==> config.mk <==
export PLATFORM = sky130hd
export DESIGN_NAME = uart_rx_byte_latch
export DESIGN_NICKNAME = d
export VERILOG_FILES = /design/src/rtl/uart_pkg.sv /design/src/rtl/sync_2ff.sv /design/src/rtl/uart_rx_byte_latch.sv
export SDC_FILE = /design/constraint.sdc
export NUM_CORES = 1
export LEC_CHECK = 0
export ABC_AREA = 1
export CORE_ASPECT_RATIO = 1.5
export CORE_MARGIN = 10
export CORE_UTILIZATION = 35
export CTS_BUF_LIST = sky130_fd_sc_hd__clkbuf_4 sky130_fd_sc_hd__clkbuf_8
export DETAILED_ROUTE_END_ITERATION = 10
export DONT_BUFFER_PORTS = 1
export GPL_TIMING_DRIVEN = 0
export RECOVER_POWER = 100
export SLEW_MARGIN = 10
export SYNTH_ARGS = -nofsm -noshare
export SYNTH_HDL_FRONTEND = slang
export SYNTH_SLANG_ARGS = --single-unit
==> constraint.sdc <==
create_clock -name clk -period 4.6 [get_ports clk]
set_input_delay 0.46 -clock clk [delete_from_list [all_inputs] [get_ports clk]]
set_output_delay 0.46 -clock clk [all_outputs]
set_load 0.05 [all_outputs]
==> src/rtl/uart_pkg.sv <==
`default_nettype none
// ---------------------------------------------------------------------------
// uart_pkg: receiver FSM state encoding and baud sizing helpers. Rev 1.0
// ---------------------------------------------------------------------------
package uart_pkg;

  localparam int CLKS_PER_BIT_MIN = 4;

  typedef enum logic [2:0] {
    ST_IDLE      = 3'd0,
    ST_START     = 3'd1,
    ST_DATA      = 3'd2,
    ST_PARITY    = 3'd3,
    ST_STOP      = 3'd4,
    ST_WAIT_HIGH = 3'd5
  } uart_state_e;

  function automatic int calc_clks_per_bit(input int clk_hz, input int baud);
    return clk_hz / baud;
  endfunction

  function automatic int calc_cnt_width(input int clks_per_bit);
    return (clks_per_bit > 1) ? $clog2(clks_per_bit) : 1;
  endfunction

endpackage
`default_nettype wire

==> src/rtl/sync_2ff.sv <==
`default_nettype none
// ---------------------------------------------------------------------------
// sync_2ff: two-flop synchroniser with parameterised reset value. Rev 1.0
// ---------------------------------------------------------------------------
module sync_2ff #(
  parameter logic RESET_VAL = 1'b0
) (
  input  logic clk,
  input  logic rst_n,
  input  logic d_i,
  output logic q_o
);

  logic meta_q;
  logic sync_q;

  always_ff @(posedge clk or negedge rst_n) begin
    if (!rst_n) begin
      meta_q <= RESET_VAL;
      sync_q <= RESET_VAL;
    end else begin
      meta_q <= d_i;
      sync_q <= meta_q;
    end
  end

  assign q_o = sync_q;

endmodule
`default_nettype wire

==> src/rtl/uart_rx_byte_latch.sv <==
`default_nettype none
// ---------------------------------------------------------------------------
// uart_rx_byte_latch: 8N1 receiver holding the last good byte; define
// UART_RX_PARITY_EN for 8E1 framing with a parity_error pulse. Rev 1.0
// ---------------------------------------------------------------------------
module uart_rx_byte_latch
  import uart_pkg::*;
#(
  parameter int sys_clk_freq = 100000000,
  parameter int baud_rate    = 115200
) (
  input  logic       clk,
  input  logic       rst_n,
  input  logic       rx,
  output logic [7:0] hex_byte,
  output logic       byte_valid,
  output logic       framing_error
`ifdef UART_RX_PARITY_EN
  ,
  output logic       parity_error
`endif
);

  localparam int CLKS_PER_BIT = calc_clks_per_bit(sys_clk_freq, baud_rate);
  localparam int CNT_W        = calc_cnt_width(CLKS_PER_BIT);
  localparam logic [CNT_W-1:0] CNT_LAST = CNT_W'(CLKS_PER_BIT - 1);
  localparam logic [CNT_W-1:0] CNT_HALF = CNT_W'(CLKS_PER_BIT / 2 - 1);

  generate
    if (CLKS_PER_BIT < CLKS_PER_BIT_MIN) begin : g_cpb_check
      $error("uart_rx_byte_latch: clks_per_bit below minimum of 4");
    end
  endgenerate

  logic             rx_s;
  uart_state_e      state_q, state_d;
  logic [CNT_W-1:0] cnt_q, cnt_d;
  logic [2:0]       bit_idx_q, bit_idx_d;
  logic [7:0]       shift_q, shift_d;
  logic [7:0]       hex_q, hex_d;
  logic             valid_q, valid_d;
  logic             ferr_q, ferr_d;
`ifdef UART_RX_PARITY_EN
  logic             par_q, par_d;
  logic             perr_q, perr_d;
`endif

  sync_2ff #(.RESET_VAL(1'b1)) u_rx_sync (
    .clk   (clk),
    .rst_n (rst_n),
    .d_i   (rx),
    .q_o   (rx_s)
  );

  always_ff @(posedge clk or negedge rst_n) begin
    if (!rst_n) begin
      state_q   <= ST_IDLE;
      cnt_q     <= '0;
      bit_idx_q <= '0;
      shift_q   <= '0;
      hex_q     <= '0;
      valid_q   <= 1'b0;
      ferr_q    <= 1'b0;
`ifdef UART_RX_PARITY_EN
      par_q     <= 1'b0;
      perr_q    <= 1'b0;
`endif
    end else begin
      state_q   <= state_d;
      cnt_q     <= cnt_d;
      bit_idx_q <= bit_idx_d;
      shift_q   <= shift_d;
      hex_q     <= hex_d;
      valid_q   <= valid_d;
      ferr_q    <= ferr_d;
`ifdef UART_RX_PARITY_EN
      par_q     <= par_d;
      perr_q    <= perr_d;
`endif
    end
  end

  always_comb begin
    state_d   = state_q;
    cnt_d     = (cnt_q == CNT_LAST) ? '0 : cnt_q + 1'b1;
    bit_idx_d = bit_idx_q;
    shift_d   = shift_q;
    hex_d     = hex_q;
    valid_d   = 1'b0;
    ferr_d    = 1'b0;
`ifdef UART_RX_PARITY_EN
    par_d     = par_q;
    perr_d    = 1'b0;
`endif
    case (state_q)
      ST_IDLE: begin
        cnt_d = '0;
        if (!rx_s) state_d = ST_START;
      end
      ST_START: begin
        // Mid start bit: a high level here means the falling edge was a glitch.
        if (cnt_q == CNT_HALF) begin
          cnt_d     = '0;
          bit_idx_d = '0;
          state_d   = rx_s ? ST_IDLE : ST_DATA;
        end
      end
      ST_DATA: begin
        if (cnt_q == CNT_LAST) begin
          shift_d   = {rx_s, shift_q[7:1]};
          bit_idx_d = bit_idx_q + 3'd1;
          if (bit_idx_q == 3'd7) begin
`ifdef UART_RX_PARITY_EN
            state_d = ST_PARITY;
`else
            state_d = ST_STOP;
`endif
          end
        end
      end
`ifdef UART_RX_PARITY_EN
      ST_PARITY: begin
        if (cnt_q == CNT_LAST) begin
          par_d   = rx_s;
          state_d = ST_STOP;
        end
      end
`endif
      ST_STOP: begin
        // Leaving mid stop bit lets a 1-bit stop feed straight into the next start.
        if (cnt_q == CNT_LAST) begin
          if (!rx_s) begin
            ferr_d  = 1'b1;
            state_d = ST_WAIT_HIGH;
          end else begin
            state_d = ST_IDLE;
`ifdef UART_RX_PARITY_EN
            if ((^shift_q) ^ par_q) begin
              perr_d = 1'b1;
            end else begin
              valid_d = 1'b1;
              hex_d   = shift_q;
            end
`else
            valid_d = 1'b1;
            hex_d   = shift_q;
`endif
          end
        end
      end
      ST_WAIT_HIGH: begin
        cnt_d = '0;
        if (rx_s) state_d = ST_IDLE;
      end
      default: begin
        state_d = ST_IDLE;
        cnt_d   = '0;
      end
    endcase
  end

  assign hex_byte      = hex_q;
  assign byte_valid    = valid_q;
  assign framing_error = ferr_q;
`ifdef UART_RX_PARITY_EN
  assign parity_error  = perr_q;
`endif

endmodule
`default_nettype wire

* Word-level counts from Yosys, hierarchy flattened
Index checks and enable logic that the tools add are counted.
** Cells by class
- $add $sub $neg :: 2
- Equal/unequal tests :: 13
- Muxes and demuxes :: 21
- Reductions and logical operators :: 7
** Operator list (number)
- $mux 3 :: 9
- $mux 10 :: 2
- $pmux 10 s2 :: 1
- $pmux 3 s5 :: 1
- $add 10x1->10 const B :: 1
- $eq 10x10->1 const B :: 1
- $eq 10x9->1 const B :: 1
- $ne 2x2->1 const B :: 5
- $eq 3x3->1 const B :: 3
- $mux 1 :: 6
- $pmux 3 s2 :: 1
- $reduce_and 3->1 :: 2
- $reduce_and 6->1 :: 1
- $add 3x1->3 const B :: 1
- $eq 3x1->1 const B :: 1
- $eq 3x2->1 const B :: 1
- $logic_not 3->1 :: 1
- $mux 2 :: 1
- $ne 2x1->1 const B :: 1
- $reduce_and 2->1 :: 1
- $reduce_bool 2->1 :: 1
- $reduce_or 2->1 :: 1
** Word-level totals
- Bits in registers :: 36
- Bits of input ports :: 3
- Logic and storage cells :: 52

* Longest topological paths before layout
- Depth after elaboration :: 4
- Mapped depth :: 9
- Gate-level depth less buffers :: 9

* By module
Synthesis repeated with hierarchy kept, for this count alone.
** Unflattened totals
- Cell total of the unflattened synthesis :: 195
- Area, all modules :: 1789.2 sq um
** Modules (own cells, without submodules)
- uart_rx_byte_latch :: instances 1, cells an instance 193, area an instance 1736.7 sq um, sequential area each 850.8 sq um
- sync_2ff :: instances 1, cells an instance 2, area an instance 52.6 sq um, sequential area each 52.6 sq um

* Least setup slack after synthesis
OpenSTA, ideal clock, no wires.
- Path type :: register to register
- From :: register cnt_q[0]
- To :: register hex_q[5], in the netlist hex_byte[5]
- Arrival time :: 1.399 ns
- Required time :: 4.480 ns
- Slack :: 3.081 ns
- Stages on the path, launching flop included :: 8
- Clock period less this slack :: 1.519 ns
- Cell sequence :: dfrtp_1 ha_1 inv_1 nor3_2 nand4_4 buf_6 nand2_1 o21ai_2
** Between the ends
- Longest elaborated chain between the ends :: 2
** Ends and longest elaborated chain
- start: declaration :: RTL line uart_rx_byte_latch.sv:37 : logic [CNT_W-1:0] cnt_q, cnt_d;
- start signal: assignment :: RTL line uart_rx_byte_latch.sv:70 : cnt_q <= cnt_d;
- $eq 10x10->1 :: RTL line uart_rx_byte_latch.sv:131 : if (cnt_q == CNT_LAST) begin
- $reduce_and 3->1 (no line)
- end signal: assignment :: RTL line uart_rx_byte_latch.sv:61 : hex_q <= '0;
- end signal: assignment :: RTL line uart_rx_byte_latch.sv:73 : hex_q <= hex_d;
- end: declaration :: RTL line uart_rx_byte_latch.sv:40 : logic [7:0] hex_q, hex_d;
Every way passes these cells.
A chain may end at the register's enable or synchronous reset.

* Worst setup path after layout
- From :: register cnt_q[0]
- To :: register shift_q[1]
** Between the ends
- Longest elaborated chain between the ends :: 2
** Ends and longest elaborated chain
- $eq 10x10->1 :: RTL line uart_rx_byte_latch.sv:109 : if (cnt_q == CNT_LAST) begin
- $reduce_and 2->1 (no line)
- end signal: assignment :: RTL line uart_rx_byte_latch.sv:72 : shift_q <= shift_d;
- end: declaration :: RTL line uart_rx_byte_latch.sv:39 : logic [7:0] shift_q, shift_d;
Every way passes these cells.

==> flow_metrics.env <==
export IMPL_status="complete, but fails checks"
export IMPL_violations="max-capacitance violations, max-slew violations"
export IMPL_synthDominantAreaCellType="sky130_fd_sc_hd__dfrtp_1"
export IMPL_power_density_nw_per_um2=310
export IMPL_post_cts_setup_buffer_count=0
export IMPL_grt_antenna_before_repair=0
export IMPL_groute_usage_overall_pct=8.91
export IMPL_synth_fp_nets=199
export IMPL_synth_compound_area_share_pct=9.54
export IMPL_pin_count_of_the_biggest_net_entering_global_routing=35
export IMPL_placement_io_buffers=0
export IMPL_post_layout_nonfiller_instances=268
export IMPL_power_share_of_the_sequential_group_pct=56.0
export IMPL_cts_inserted_buffers=5
export IMPL_syn_avg_cell_area_sq_um=9.08
export IMPL_ys_ff_latch=36
export IMPL_final_nets=208
export IMPL_power_ir_vdd_worst_v=0.000185
export IMPL_initial_core_util_pct=36.0
export IMPL_synth_yosys_seq_area_share_pct=51.8
export IMPL_final_min_period_over_clock_period_pct=43.2
export IMPL_drive_above_1_share_pct=9.41
export IMPL_post_synth_and_or_nand_nor_area_fraction_pct=28.6
export IMPL_finalHoldViolations=0
export IMPL_synthMuxAreaShare_pct=0
export IMPL_critical_path_class="reg -> reg"
export IMPL_synthXorXnorAreaFrac_pct=0.502
export IMPL_synth_top_cells_by_area="sky130_fd_sc_hd__dfrtp_1, sky130_fd_sc_hd__nand2_1, sky130_fd_sc_hd__o21ai_2"
export IMPL_synth_top_family_by_area="simple AND/OR/NAND/NOR gates"
export IMPL_unrepaired_setup_endpoints_after_global_routing="false"
export IMPL_slowest_stage="sky130_fd_sc_hd__dfrtp_1"
export IMPL_slew_headroom_pct=-18.5
export IMPL_comb_power_share_pct=1.2
export IMPL_globalRoute_totalOverflow=0
export IMPL_clk_root_buffer_cell="sky130_fd_sc_hd__clkbuf_8"
export IMPL_arrival_ps=2150
export IMPL_netlist_area_sq_um=1740
export IMPL_cell_internal_pwr_uw=446
export IMPL_drcViolationCount=0
export IMPL_placed_cells=258
export IMPL_timing_worst_slew_pin_value_ps=1780
export IMPL_final_setup_tns_ps=0
export IMPL_startpoint_type="flop"
export IMPL_crit_required_ps=4760
export IMPL_ys_warnings=0
export IMPL_sequential_cell_area_sq_um=903
export IMPL_power_switching_share_pct=21.6
export IMPL_post_place_ws_ps=2890
export IMPL_num_fill_cells=490
export IMPL_power_share_clock_pct=42.8
export IMPL_chipWidth_um=77.6
export IMPL_h_tree_depth=2
export IMPL_timing_critical_path_to_type="flop"
export IMPL_dp_hpwl_um=2400
export IMPL_detail_route_first_pass_iterations=4
export IMPL_dieHeight_um=106
export IMPL_timing_hold_worst_class="in -> reg"
export IMPL_holdPathStages=0
export IMPL_total_switching_power_uw=123
export IMPL_wl_per_cell_um=12.4
export IMPL_clock_sinks=36
export IMPL_core_rowCount=31
export IMPL_final_cell_area_sq_um=1840
export IMPL_minimum_setup_slack_among_reg_to_reg_paths_ps=2610
export IMPL_ctsLongestPathBuffers=2
export IMPL_synthesis_instances=192
export IMPL_critical_path_s_largest_stage_delay_ps=390
export IMPL_final_setup_skew_ps=3.43
export IMPL_multi_input_comb_area_sq_um=637
export IMPL_hold_start="rx"
export IMPL_tritoncts="built"
export IMPL_cts_clk_slew_worst_paths_ps=70
export IMPL_detail_route_iter0_violations=40
export IMPL_place_area_sq_um=1830
export IMPL_first_global_vias=1290
export IMPL_worst_hold_path_endpoint="u_rx_sync.meta_q"
export IMPL_antenna_diode_count=0
export IMPL_via_per_inst=4.57
export IMPL_maxClockFrequency_mhz=503
export IMPL_period_needed_ps=1990
export IMPL_synth_largest_type_area_fraction_pct=48.8
export IMPL_worst_r2r_path_depth=7
export IMPL_io_pins=13
export IMPL_worst_skew_late_latency_ps=290
export IMPL_syn2layout_area_growth_pct=5.24
export IMPL_maxCapViolCount=1
export IMPL_timing_max_transition_violations_final=35
export IMPL_detail_route_wirelength_um=3320
export IMPL_distinct_cell_type_count_of_the_synthesized_netlist=26
export IMPL_final_setup_worst_slack_ps=2610
export IMPL_die_area_sq_um=8270
export IMPL_timing_rr_start="cnt_q[0]"
export IMPL_core_area_sq_um=4850
export IMPL_path_max_fanout=10
export IMPL_finalWeightedCongestion=0.819
export IMPL_grt_first_pass_wirelength_um=5870
export IMPL_vias_post_dr=1226
export IMPL_total_power_uw=569
export IMPL_leakage_nw=0.898
export IMPL_crit_path_cell_trace="ha_1 -> inv_1 -> nor3_1 -> nand3_1 -> clkbuf_1 -> nand2_1 -> o21ai_0"
export IMPL_rr_endpoint="shift_q[1]"
export IMPL_synth_adder_area_share_pct=2.87
export IMPL_antenna_viol_nets_final=0
export IMPL_finalSetupViolations=0
[layout make-up]
class	count	area share [%]
Buffer	2	0.409
Clock buffer	7	4.91
Clock inverter	1	0.409
Inverter	25	5.11
Multi-Input combinational cell	129	34.7
Sequential cell	36	49.2
Tap cell	66	4.50
Timing Repair Buffer	2	0.750
[synthesized netlist by cell type]
cell,number
sky130_fd_sc_hd__or2_2,1
sky130_fd_sc_hd__o21ai_0,2
sky130_fd_sc_hd__nor3b_1,1
sky130_fd_sc_hd__nor3_2,2
sky130_fd_sc_hd__inv_2,1
sky130_fd_sc_hd__nor2_1,20
sky130_fd_sc_hd__o21ai_1,1
sky130_fd_sc_hd__ha_1,4
sky130_fd_sc_hd__a21oi_1,4
sky130_fd_sc_hd__o21ai_2,14
sky130_fd_sc_hd__xor2_1,1
sky130_fd_sc_hd__nand3_1,4
sky130_fd_sc_hd__nor3_1,6
sky130_fd_sc_hd__nor3_4,2
sky130_fd_sc_hd__a21oi_2,1
sky130_fd_sc_hd__nand4_1,5
sky130_fd_sc_hd__nand3_2,1
sky130_fd_sc_hd__nand4_4,1
sky130_fd_sc_hd__inv_1,24
sky130_fd_sc_hd__nand3_4,1
sky130_fd_sc_hd__and3_1,1
sky130_fd_sc_hd__buf_6,2
sky130_fd_sc_hd__nand2_1,54
sky130_fd_sc_hd__dfstp_2,2
sky130_fd_sc_hd__nand2_2,3
sky130_fd_sc_hd__dfrtp_1,34
[power groups by stage]
| stage | sequential (mW) | combinational (mW) | clock (mW) |
|---|---|---|---|
| finish | 0.319 | 0.00696 | 0.244 |
| global route | 0.319 | 0.00827 | 0.262 |
| CTS | 0.319 | 0.00832 | 0.248 |
| detailed placement | 0.325 | 0.000255 | 0 |
| global placement | 0.325 | 0.000264 | 0 |
| floorplan | 0.325 | 0.000216 | 0 |
[cell usage in the layout (no fill, tap or decap), types with 2 or more instances in the layout]
cell | Yosys | layout
sky130_fd_sc_hd__nor3_1 | 6 | 7
sky130_fd_sc_hd__nor2_1 | 20 | 20
sky130_fd_sc_hd__a21oi_1 | 4 | 5
sky130_fd_sc_hd__o21ai_2 | 14 | 3
sky130_fd_sc_hd__ha_1 | 4 | 4
sky130_fd_sc_hd__nand3_1 | 4 | 6
sky130_fd_sc_hd__dfrtp_1 | 34 | 34
sky130_fd_sc_hd__nand4_1 | 5 | 6
sky130_fd_sc_hd__o21ai_0 | 2 | 14
sky130_fd_sc_hd__dfstp_2 | 2 | 2
sky130_fd_sc_hd__nand2_1 | 54 | 56
sky130_fd_sc_hd__clkbuf_1 | 0 | 3
sky130_fd_sc_hd__nor3_4 | 2 | 2
sky130_fd_sc_hd__inv_1 | 24 | 24
sky130_fd_sc_hd__clkbuf_8 | 0 | 6
[routing by layer]
| layer | vias up | part of all wire, % | wire (um) | track usage, % |
|---|---|---|---|---|
| li1 | 626 | - | - | - |
| met1 | 577 | 41 | 1360 | 9.14 |
| met2 | 14 | 52 | 1740 | 15.7 |
| met3 | 9 | 4.2 | 139 | 2.87 |
| met4 | 0 | 2.5 | 82 | 4.58 |
| met5 | - | 0 | 0 | 0 |
[how the worst max path moves through the flow]
| stage | from | endpoint | slack, ps |
|---|---|---|---|
| after CTS | cnt_q[0] | hex_byte[6] | 2880 |
| after detailed placement | cnt_q[0] | hex_byte[6] | 2890 |
| after floorplan | cnt_q[0] | hex_byte[5] | 3080 |
| after global placement | cnt_q[0] | hex_byte[6] | 2900 |
| final | cnt_q[0] | shift_q[1] | 2610 |
| after global routing | cnt_q[0] | shift_q[0] | 2370 |
[worst max-delay path, delay by kind of cell, from the launching register on]
| family | cells | cell delay (ps) |
|---|---|---|
| adder cells (fa/ha/maj) | 1 | 240 |
| AO/OA/AOI/OAI | 1 | 80 |
| buffers and inverters | 2 | 410 |
| AND/OR/NAND/NOR | 3 | 730 |
| flip-flops | 1 | 390 |
[state kept, by name, summed over array words and instances, names as in the netlist]
name / count
framing_error: 1
shift_q: 8
bit_idx_q: 3
cnt_q: 10
u_rx_sync.q_o: 1
state_q: 3
u_rx_sync.meta_q: 1
hex_byte: 8
byte_valid: 1
[cell families (layout without fill, tap and decap cells)]
family          count (synthesis)  in the layout
buf+inv                        27             37
compound gates                 22             22
flops                          36             36
xor+xnor                        1              1
fa+ha+maj                       4              4
simple gates                  102            102
[through the flow]
stage          utilization (%)  hold slack, ps
3_3_place_gp              37.7             166
5_1_grt                   37.9             147
3_5_place_dp              37.7             166
6_report                  37.9             163
2_1_floorplan                -             164
4_1_cts                   40.1           0.514
[repair_timing]
item | CTS | global route
gates resized for setup | 0 | 0
endpoints found under the hold margin | 34 | 2
hold buffers | 1 | 1
No activity file was read; power rests on OpenSTA's default activity.
